**config.mk**
```make
export PLATFORM = sky130hd
export DESIGN_NAME = ps2_key_decoder
export DESIGN_NICKNAME = d
export VERILOG_FILES = /design/src/rtl/ps2_pkg.sv /design/src/rtl/ps2_event_fifo.sv /design/src/rtl/ps2_key_decoder.sv
export SDC_FILE = /design/constraint.sdc
export NUM_CORES = 1
export LEC_CHECK = 0
export ABC_AREA = 1
export CORE_ASPECT_RATIO = 1.75
export CORE_MARGIN = 2
export CORE_UTILIZATION = 64
export DETAILED_ROUTE_END_ITERATION = 12
export DONT_BUFFER_PORTS = 1
export MAX_ROUTING_LAYER = met4
export PLACE_DENSITY = 0.8
export SYNTH_ARGS = -nofsm -noshare
export SYNTH_HDL_FRONTEND = slang
export SYNTH_SLANG_ARGS = --single-unit
```
**constraint.sdc**
```tcl
create_clock -name clk -period 3.3 [get_ports clk]
set_input_delay 0.33 -clock clk [delete_from_list [all_inputs] [get_ports clk]]
set_output_delay 0.33 -clock clk [all_outputs]
set_load 0.02 [all_outputs]
```
**src/rtl/ps2_pkg.sv**
```systemverilog
// Shared PS/2 set-2 decoder definitions: scan codes, prefix FSM states, event layout, ASCII map.
package ps2_pkg;

  localparam logic [7:0] SC_EXT      = 8'hE0;
  localparam logic [7:0] SC_BRK      = 8'hF0;
  localparam logic [7:0] SC_LSHIFT   = 8'h12;
  localparam logic [7:0] SC_RSHIFT   = 8'h59;
  localparam logic [7:0] SC_CTRL     = 8'h14;
  localparam logic [7:0] SC_ALT      = 8'h11;
  localparam logic [7:0] SC_CAPS     = 8'h58;
  localparam logic [7:0] SC_KP_SLASH = 8'h4A;
  localparam logic [7:0] SC_ENTER    = 8'h5A;

  typedef enum logic [1:0] {ST_IDLE, ST_EXT, ST_BRK, ST_EXT_BRK} ps2_state_t;

  localparam int unsigned EV_ASCII_LSB = 0;
  localparam int unsigned EV_CODE_LSB  = 8;
  localparam int unsigned EV_EXT_BIT   = 16;
  localparam int unsigned EV_BRK_BIT   = 17;
  localparam int unsigned EV_SHIFT_BIT = 18;
  localparam int unsigned EV_CTRL_BIT  = 19;
  localparam int unsigned EV_ALT_BIT   = 20;
  localparam int unsigned EV_CAPS_BIT  = 21;
  localparam int unsigned EV_W         = 22;

  // Field order matches the bit positions above (MSB first).
  typedef struct packed {
    logic       caps;
    logic       alt;
    logic       ctrl;
    logic       shift;
    logic       brk;
    logic       ext;
    logic [7:0] code;
    logic [7:0] ascii;
  } ps2_event_t;

  function automatic logic [7:0] letter_of(input logic [7:0] code);
    case (code)
      8'h1C: return 8'h61; 8'h32: return 8'h62; 8'h21: return 8'h63; 8'h23: return 8'h64;
      8'h24: return 8'h65; 8'h2B: return 8'h66; 8'h34: return 8'h67; 8'h33: return 8'h68;
      8'h43: return 8'h69; 8'h3B: return 8'h6A; 8'h42: return 8'h6B; 8'h4B: return 8'h6C;
      8'h3A: return 8'h6D; 8'h31: return 8'h6E; 8'h44: return 8'h6F; 8'h4D: return 8'h70;
      8'h15: return 8'h71; 8'h2D: return 8'h72; 8'h1B: return 8'h73; 8'h2C: return 8'h74;
      8'h3C: return 8'h75; 8'h2A: return 8'h76; 8'h1D: return 8'h77; 8'h22: return 8'h78;
      8'h35: return 8'h79; 8'h1A: return 8'h7A;
      default: return 8'h00;
    endcase
  endfunction

  function automatic logic [7:0] symbol_of(input logic [7:0] code, input logic shift);
    case (code)
      8'h45: return shift ? 8'h29 : 8'h30;
      8'h16: return shift ? 8'h21 : 8'h31;
      8'h1E: return shift ? 8'h40 : 8'h32;
      8'h26: return shift ? 8'h23 : 8'h33;
      8'h25: return shift ? 8'h24 : 8'h34;
      8'h2E: return shift ? 8'h25 : 8'h35;
      8'h36: return shift ? 8'h5E : 8'h36;
      8'h3D: return shift ? 8'h26 : 8'h37;
      8'h3E: return shift ? 8'h2A : 8'h38;
      8'h46: return shift ? 8'h28 : 8'h39;
      8'h0E: return shift ? 8'h7E : 8'h60;
      8'h4E: return shift ? 8'h5F : 8'h2D;
      8'h55: return shift ? 8'h2B : 8'h3D;
      8'h54: return shift ? 8'h7B : 8'h5B;
      8'h5B: return shift ? 8'h7D : 8'h5D;
      8'h5D: return shift ? 8'h7C : 8'h5C;
      8'h4C: return shift ? 8'h3A : 8'h3B;
      8'h52: return shift ? 8'h22 : 8'h27;
      8'h41: return shift ? 8'h3C : 8'h2C;
      8'h49: return shift ? 8'h3E : 8'h2E;
      8'h4A: return shift ? 8'h3F : 8'h2F;
      8'h29: return 8'h20;
      8'h66: return 8'h08;
      8'h0D: return 8'h09;
      8'h5A: return 8'h0A;
      8'h76: return 8'h1B;
      default: return 8'h00;
    endcase
  endfunction

  function automatic logic [7:0] ascii_of(input logic [7:0] code, input logic ext,
                                          input logic shift, input logic caps, input logic ctrl);
    logic [7:0] lc;
    lc = letter_of(code);
    if (ext) begin
      if (code == SC_KP_SLASH) return 8'h2F;
      if (code == SC_ENTER) return 8'h0A;
      return 8'h00;
    end
    if (lc != 8'h00) begin
      if (ctrl) return (lc - 8'h20) & 8'h1F;
      return (shift ^ caps) ? (lc - 8'h20) : lc;
    end
    return symbol_of(code, shift);
  endfunction

endpackage

```
**src/rtl/ps2_event_fifo.sv**
```systemverilog
// Event FIFO with a registered head word, valid flag and drop-on-full overflow pulse.
module ps2_event_fifo #(
  parameter int unsigned FIFO_DEPTH = 8,
  parameter int unsigned DATA_W     = 32
) (
  input  logic              clk,
  input  logic              reset,
  input  logic              push,
  input  logic [DATA_W-1:0] wdata,
  input  logic              pop,
  output logic              valid,
  output logic [DATA_W-1:0] rdata,
  output logic              overflow
);

  localparam int unsigned AW = (FIFO_DEPTH > 1) ? $clog2(FIFO_DEPTH) : 1;
  localparam int unsigned CW = AW + 1;

  logic [DATA_W-1:0] mem [FIFO_DEPTH];
  logic [AW-1:0]     rd_ptr, wr_ptr, rd_next;
  logic [CW-1:0]     count, count_mid, count_next;
  logic [DATA_W-1:0] head_next;
  logic              full, do_pop, do_push;

  // A pop frees a slot in the same cycle, so a push into a full FIFO alongside a pop is accepted.
  always_comb begin
    full       = (count == CW'(FIFO_DEPTH));
    do_pop     = pop & valid;
    do_push    = push & (~full | do_pop);
    rd_next    = rd_ptr + AW'(do_pop);
    count_mid  = count - CW'(do_pop);
    count_next = count_mid + CW'(do_push);
    head_next  = '0;
    if (count_mid == '0) begin
      if (do_push) head_next = wdata;
    end else begin
      head_next = mem[rd_next];
    end
  end

  always_ff @(posedge clk) begin
    if (do_push) mem[wr_ptr] <= wdata;
  end

  always_ff @(posedge clk or posedge reset) begin
    if (reset) begin
      rd_ptr   <= '0;
      wr_ptr   <= '0;
      count    <= '0;
      valid    <= 1'b0;
      rdata    <= '0;
      overflow <= 1'b0;
    end else begin
      wr_ptr   <= wr_ptr + AW'(do_push);
      rd_ptr   <= rd_next;
      count    <= count_next;
      valid    <= (count_next != '0);
      rdata    <= head_next;
      overflow <= push & full & ~do_pop;
    end
  end

endmodule

```
**src/rtl/ps2_key_decoder.sv**
```systemverilog
// PS/2 set-2 scan-code to key-event decoder feeding an event FIFO.
// Define PS2_BREAK_EVENT_EN to also enqueue events for non-modifier key releases.
module ps2_key_decoder
  import ps2_pkg::*;
#(
  parameter int unsigned FIFO_DEPTH = 8,
  parameter int unsigned DATA_W     = 32
) (
  input  logic              clk,
  input  logic              reset,
  input  logic              scanDone,
  input  logic [7:0]        scanCode,
  output logic              outValid,
  input  logic              outReady,
  output logic [DATA_W-1:0] outData,
  output logic              overflow,
  output logic              capsLed
);

`ifdef PS2_BREAK_EVENT_EN
  localparam bit BREAK_EVENTS = 1'b1;
`else
  localparam bit BREAK_EVENTS = 1'b0;
`endif

  ps2_state_t       state;
  ps2_event_t       ev_q, ev_c;
  logic [EV_W-1:0]  ev_bits;
  logic             done_q, rise;
  logic             lshift, rshift, lctrl, rctrl, lalt, ralt, caps, caps_held;
  logic             push_q, is_ext, is_brk, is_mod, emit;

  // Decode the incoming byte against the modifier state as it stood before this byte.
  always_comb begin
    rise   = scanDone & ~done_q;
    is_ext = (state == ST_EXT) || (state == ST_EXT_BRK);
    is_brk = (state == ST_BRK) || (state == ST_EXT_BRK);
    is_mod = (scanCode == SC_LSHIFT) || (scanCode == SC_RSHIFT) || (scanCode == SC_CTRL) ||
             (scanCode == SC_ALT) || (!is_ext && scanCode == SC_CAPS);
    emit   = !is_mod && (!is_brk || BREAK_EVENTS);
    ev_c.caps  = caps;
    ev_c.alt   = lalt | ralt;
    ev_c.ctrl  = lctrl | rctrl;
    ev_c.shift = lshift | rshift;
    ev_c.brk   = is_brk;
    ev_c.ext   = is_ext;
    ev_c.code  = scanCode;
    ev_c.ascii = ascii_of(scanCode, is_ext, lshift | rshift, caps, lctrl | rctrl);
  end

  always_ff @(posedge clk or posedge reset) begin
    if (reset) begin
      state     <= ST_IDLE;
      done_q    <= 1'b0;
      lshift    <= 1'b0;
      rshift    <= 1'b0;
      lctrl     <= 1'b0;
      rctrl     <= 1'b0;
      lalt      <= 1'b0;
      ralt      <= 1'b0;
      caps      <= 1'b0;
      caps_held <= 1'b0;
      push_q    <= 1'b0;
      ev_q      <= '0;
    end else begin
      done_q <= scanDone;
      push_q <= 1'b0;
      if (rise) begin
        if (scanCode == SC_EXT) begin
          state <= ST_EXT;
        end else if (scanCode == SC_BRK && state == ST_IDLE) begin
          state <= ST_BRK;
        end else if (scanCode == SC_BRK && state == ST_EXT) begin
          state <= ST_EXT_BRK;
        end else begin
          state <= ST_IDLE;
          // E0 12 / E0 59 are fake shifts and fall through untouched.
          case (scanCode)
            SC_LSHIFT: if (!is_ext) lshift <= !is_brk;
            SC_RSHIFT: if (!is_ext) rshift <= !is_brk;
            SC_CTRL:   if (is_ext) rctrl <= !is_brk; else lctrl <= !is_brk;
            SC_ALT:    if (is_ext) ralt <= !is_brk; else lalt <= !is_brk;
            SC_CAPS: begin
              if (!is_ext) begin
                if (is_brk) begin
                  caps_held <= 1'b0;
                end else begin
                  caps_held <= 1'b1;
                  if (!caps_held) caps <= ~caps;
                end
              end
            end
            default: ;
          endcase
          if (emit) begin
            push_q <= 1'b1;
            ev_q   <= ev_c;
          end
        end
      end
    end
  end

  assign ev_bits = ev_q;
  assign capsLed = caps;

  ps2_event_fifo #(
    .FIFO_DEPTH(FIFO_DEPTH),
    .DATA_W    (DATA_W)
  ) u_fifo (
    .clk     (clk),
    .reset   (reset),
    .push    (push_q),
    .wdata   (DATA_W'(ev_bits)),
    .pop     (outReady),
    .valid   (outValid),
    .rdata   (outData),
    .overflow(overflow)
  );

endmodule

```
==> impl_metrics.csv <==
group,metric,value,unit
worst_setup_path,critPathArrivalTime,3.25,ns
clocking,clockBufferDepth,3,
timing,tightest_slew,1.01,ns
clocking,clock-sinks,244,
layout,post-route-cell-area,12100,µm²
synth,ys_seq_area_share,63.0,%
layout,drive_above_1_share,11.5,%
die,boundaryPins,47,
synth,ys.warnings.count,0,
layout,antenna_cells_inserted,0,
global_routing,vias_in_the_first_global_route,7916,
placed_design,detailedPlacementHpwl,18.3,mm
timing,finalClockSkew,0.00984,ns
layout,fillCellCount,1184,
timing,final_max_slew_viol_count,0,
power,worst_voltage_drop_across_the_vdd_grid,857,µV
global_routing,grt_start_max_net_pins,65,
global_routing,wire_length_of_the_first_global_routing_pass,42.6,mm
synth,yosysTopAreaCell,"sky130_fd_sc_hd__edfxtp_1",
routing,drtAntennaViolNets,0,
timing,post-route-period-util,88.6,%
worst_setup_path,critical_path_class,"flop to flop",
global_routing,grt_overflow_total,0,
die,chipHeight,178,µm
hold_path,hold_class,"primary input to flop",
layout,mostFrequentLayoutCell,"sky130_fd_sc_hd__edfxtp_1",
layout,final_cell_count_no_fill,1262,
routing,finalWirelength,26.8,mm
timing,hold_viol_final,0,
die,row_count,63,
routing,via_per_inst,6.10,
power,power_density,819,nW/µm²
clocking,post_cts.repair.setup_buffers,0,
synth,syn_area_cell,10.9,µm²
routing,detailroute.via_count,7694,
clocking,cts-buffers-inserted,21,
timing,worst_slew_margin_relative_to_its_limit,32.8,%
power,leakage,0.00480,µW
layout,layout-area-overhead-vs-synth,8.88,%
die,core_area,16900,µm²
synth,synth.ff_latch_count,244,
die,dieArea,18400,µm²
worst_setup_path,crit_fanout,22,
timing,tns,0,ns
timing,setup_viol,0,
synth,synth_cell_types,43,
run_status,status,"complete, no violations",
placed_design,place.detailed.instances,1222,
routing,route.detailed.wl_per_inst,21.2,µm
placed_design,place.port_buffers,0,
global_routing,global_route.usage.total,31.0,%
global_routing,antenna_found_initial,0,
synth,synth_largest_type_area_fraction,47.7,%
worst_setup_path,critPathCaptureType,"flop",
timing,layout_min_cycle_time,2.92,ns
routing,drcViolationCount,0,
layout,most-common-layout-cells,"sky130_fd_sc_hd__edfxtp_1 (176), sky130_fd_sc_hd__nand2_1 (160), sky130_fd_sc_hd__nor2_1 (147)",
worst_setup_path,worst-endpoint-required,3.62,ns
clocking,cts_root_buf,"sky130_fd_sc_hd__clkbuf_16",
routing,firstDrtPassIters,5,
layout,design.final.nets,1050,
synth,ys_top_cells_by_area,"sky130_fd_sc_hd__edfxtp_1 (48%), sky130_fd_sc_hd__dfrtp_1 (15%), sky130_fd_sc_hd__nand2_1 (5.4%)",
timing,achievable-frequency,342,MHz
synth,postSynthCellCount,1020,
synth,syn_area,11100,µm²
clocking,clock_latency,0.49,ns
clocking,path_clk_slew,0.07,ns
die,die_width,104,µm
clocking,clock_tree_from_tritoncts,"built",
job,drv.max_cap_violation_count,0,
worst_setup_path,critical_path.startpoint_type,"flop",
placed_design,place.gp.congestion,0.977,
timing,setup_repair_after_global_routing_missed_its_margin,"no",
placed_design,placement.cell_area,11400,µm²
die,initial_cell_density_of_the_core,65.4,%
clocking,htreeDepth,1,
routing,dr.first_iter.drc_count,629,
cell families (layout without fill, tap and decap cells):
family,after synthesis,in the layout,synth area share (%)
AO/OA/AOI/OAI,168,168,10.0
multiplexers,22,22,1.99
XOR/XNOR,7,7,0.553
AND/OR/NAND/NOR,434,434,17.4
other,1,10,0.0338
adder cells (fa/ha/maj),17,17,1.92
flip-flops,244,244,63.0
buffers and inverters,127,133,5.12
metrics by stage:
| step | utilization, % | hold slack [ns] | setup slack (ns) | power (µW) |
|---|---|---|---|---|
| after global routing | 71.2 | 0.0326 | 0.174 | 10400 |
| after CTS | 71.2 | 0.0343 | 0.375 | 9910 |
| after global placement | 67.4 | 0.362 | 0.578 | 7530 |
| final | 71.2 | 0.0432 | 0.377 | 9890 |
| after floorplan | - | 0.361 | 0.858 | 6620 |
| after detailed placement | 67.4 | 0.362 | 0.379 | 7680 |
layer usage:
metal	track usage, %	wire length [µm]	vias to the layer above
met1	32.5	9070	3689
met3	4.27	1640	87
met4	16.0	1320	0
li1	-	-	3561
met2	56.8	14700	357
met5	-	0	-
worst paths after layout:
kind | startpoint | to | slack, ns | cells past startpoint
max | u_fifo.valid | u_fifo.rdata[1] | 0.38 | 11
min | scanCode[5] | ev_bits[13] | 0.04 | 2
max reg2reg | u_fifo.valid | u_fifo.rdata[1] | 0.38 | 11
min reg2reg | rshift | rshift | 0.49 | 2
max in group asynchronous | reset | ev_bits[0] | 2.02 | 3
min in group asynchronous | reset | done_q | 0.50 | 2
critical path, cell delays in order (launching register included):
cell and delay (ns):
sky130_fd_sc_hd__dfrtp_1 0.45, sky130_fd_sc_hd__nand2_1 0.11, sky130_fd_sc_hd__inv_1 0.08, sky130_fd_sc_hd__ha_1 0.21
sky130_fd_sc_hd__ha_1 0.20, sky130_fd_sc_hd__or2_1 0.22, sky130_fd_sc_hd__nand2_1 0.09, sky130_fd_sc_hd__inv_1 0.08
sky130_fd_sc_hd__nor4_4 0.38, sky130_fd_sc_hd__inv_1 0.53, sky130_fd_sc_hd__o211ai_1 0.22, sky130_fd_sc_hd__o21ai_0 0.16
flip-flops by register name, summed over array words and instances (netlist names), 2 cells and up:
name	cells
ev_bits	22
state	2
u_fifo.count	4
u_fifo.mem	176
u_fifo.rd_ptr	3
u_fifo.rdata	22
u_fifo.wr_ptr	3
cell type report:
type                    instances  area [µm²]  share of cell area, %
clock buffers                  23         543                   4.50
clock inverters                14        77.6                  0.643
inverters                      71         278                   2.30
multi-input cells             658        3620                   30.0
flip-flops and latches        244        6990                   57.9
well taps                     227         284                   2.35
repair buffers                 25         283                   2.34
report_power, final:
group	switching [µW]	total, µW	internal (µW)
sequential	453	4250	3800
clock	1030	2220	1190
combinational	2180	3410	1240
synthesized netlist by cell type, drive strengths merged:
master and n:
nor2 168, o221ai 22, buf 28, o21ai 86
nand2 170, a31oi 2, edfxtp 176, xnor2 2
clkbuf 28, nand3 76, dfrtp 68, nor3 4
or2 4, xor2 5, mux2i 22, nand3b 2
conb 1, or4 1, nand4 8, clkinv 2
a21oi 12, o211ai 24, nor4 1, inv 69
o32ai 22, ha 17
timing repair:
action                    CTS  global route
hold endpoints to repair   56             0
hold buffers                3             0
resized for setup           0             0
(Power assumes the default switching activity.)
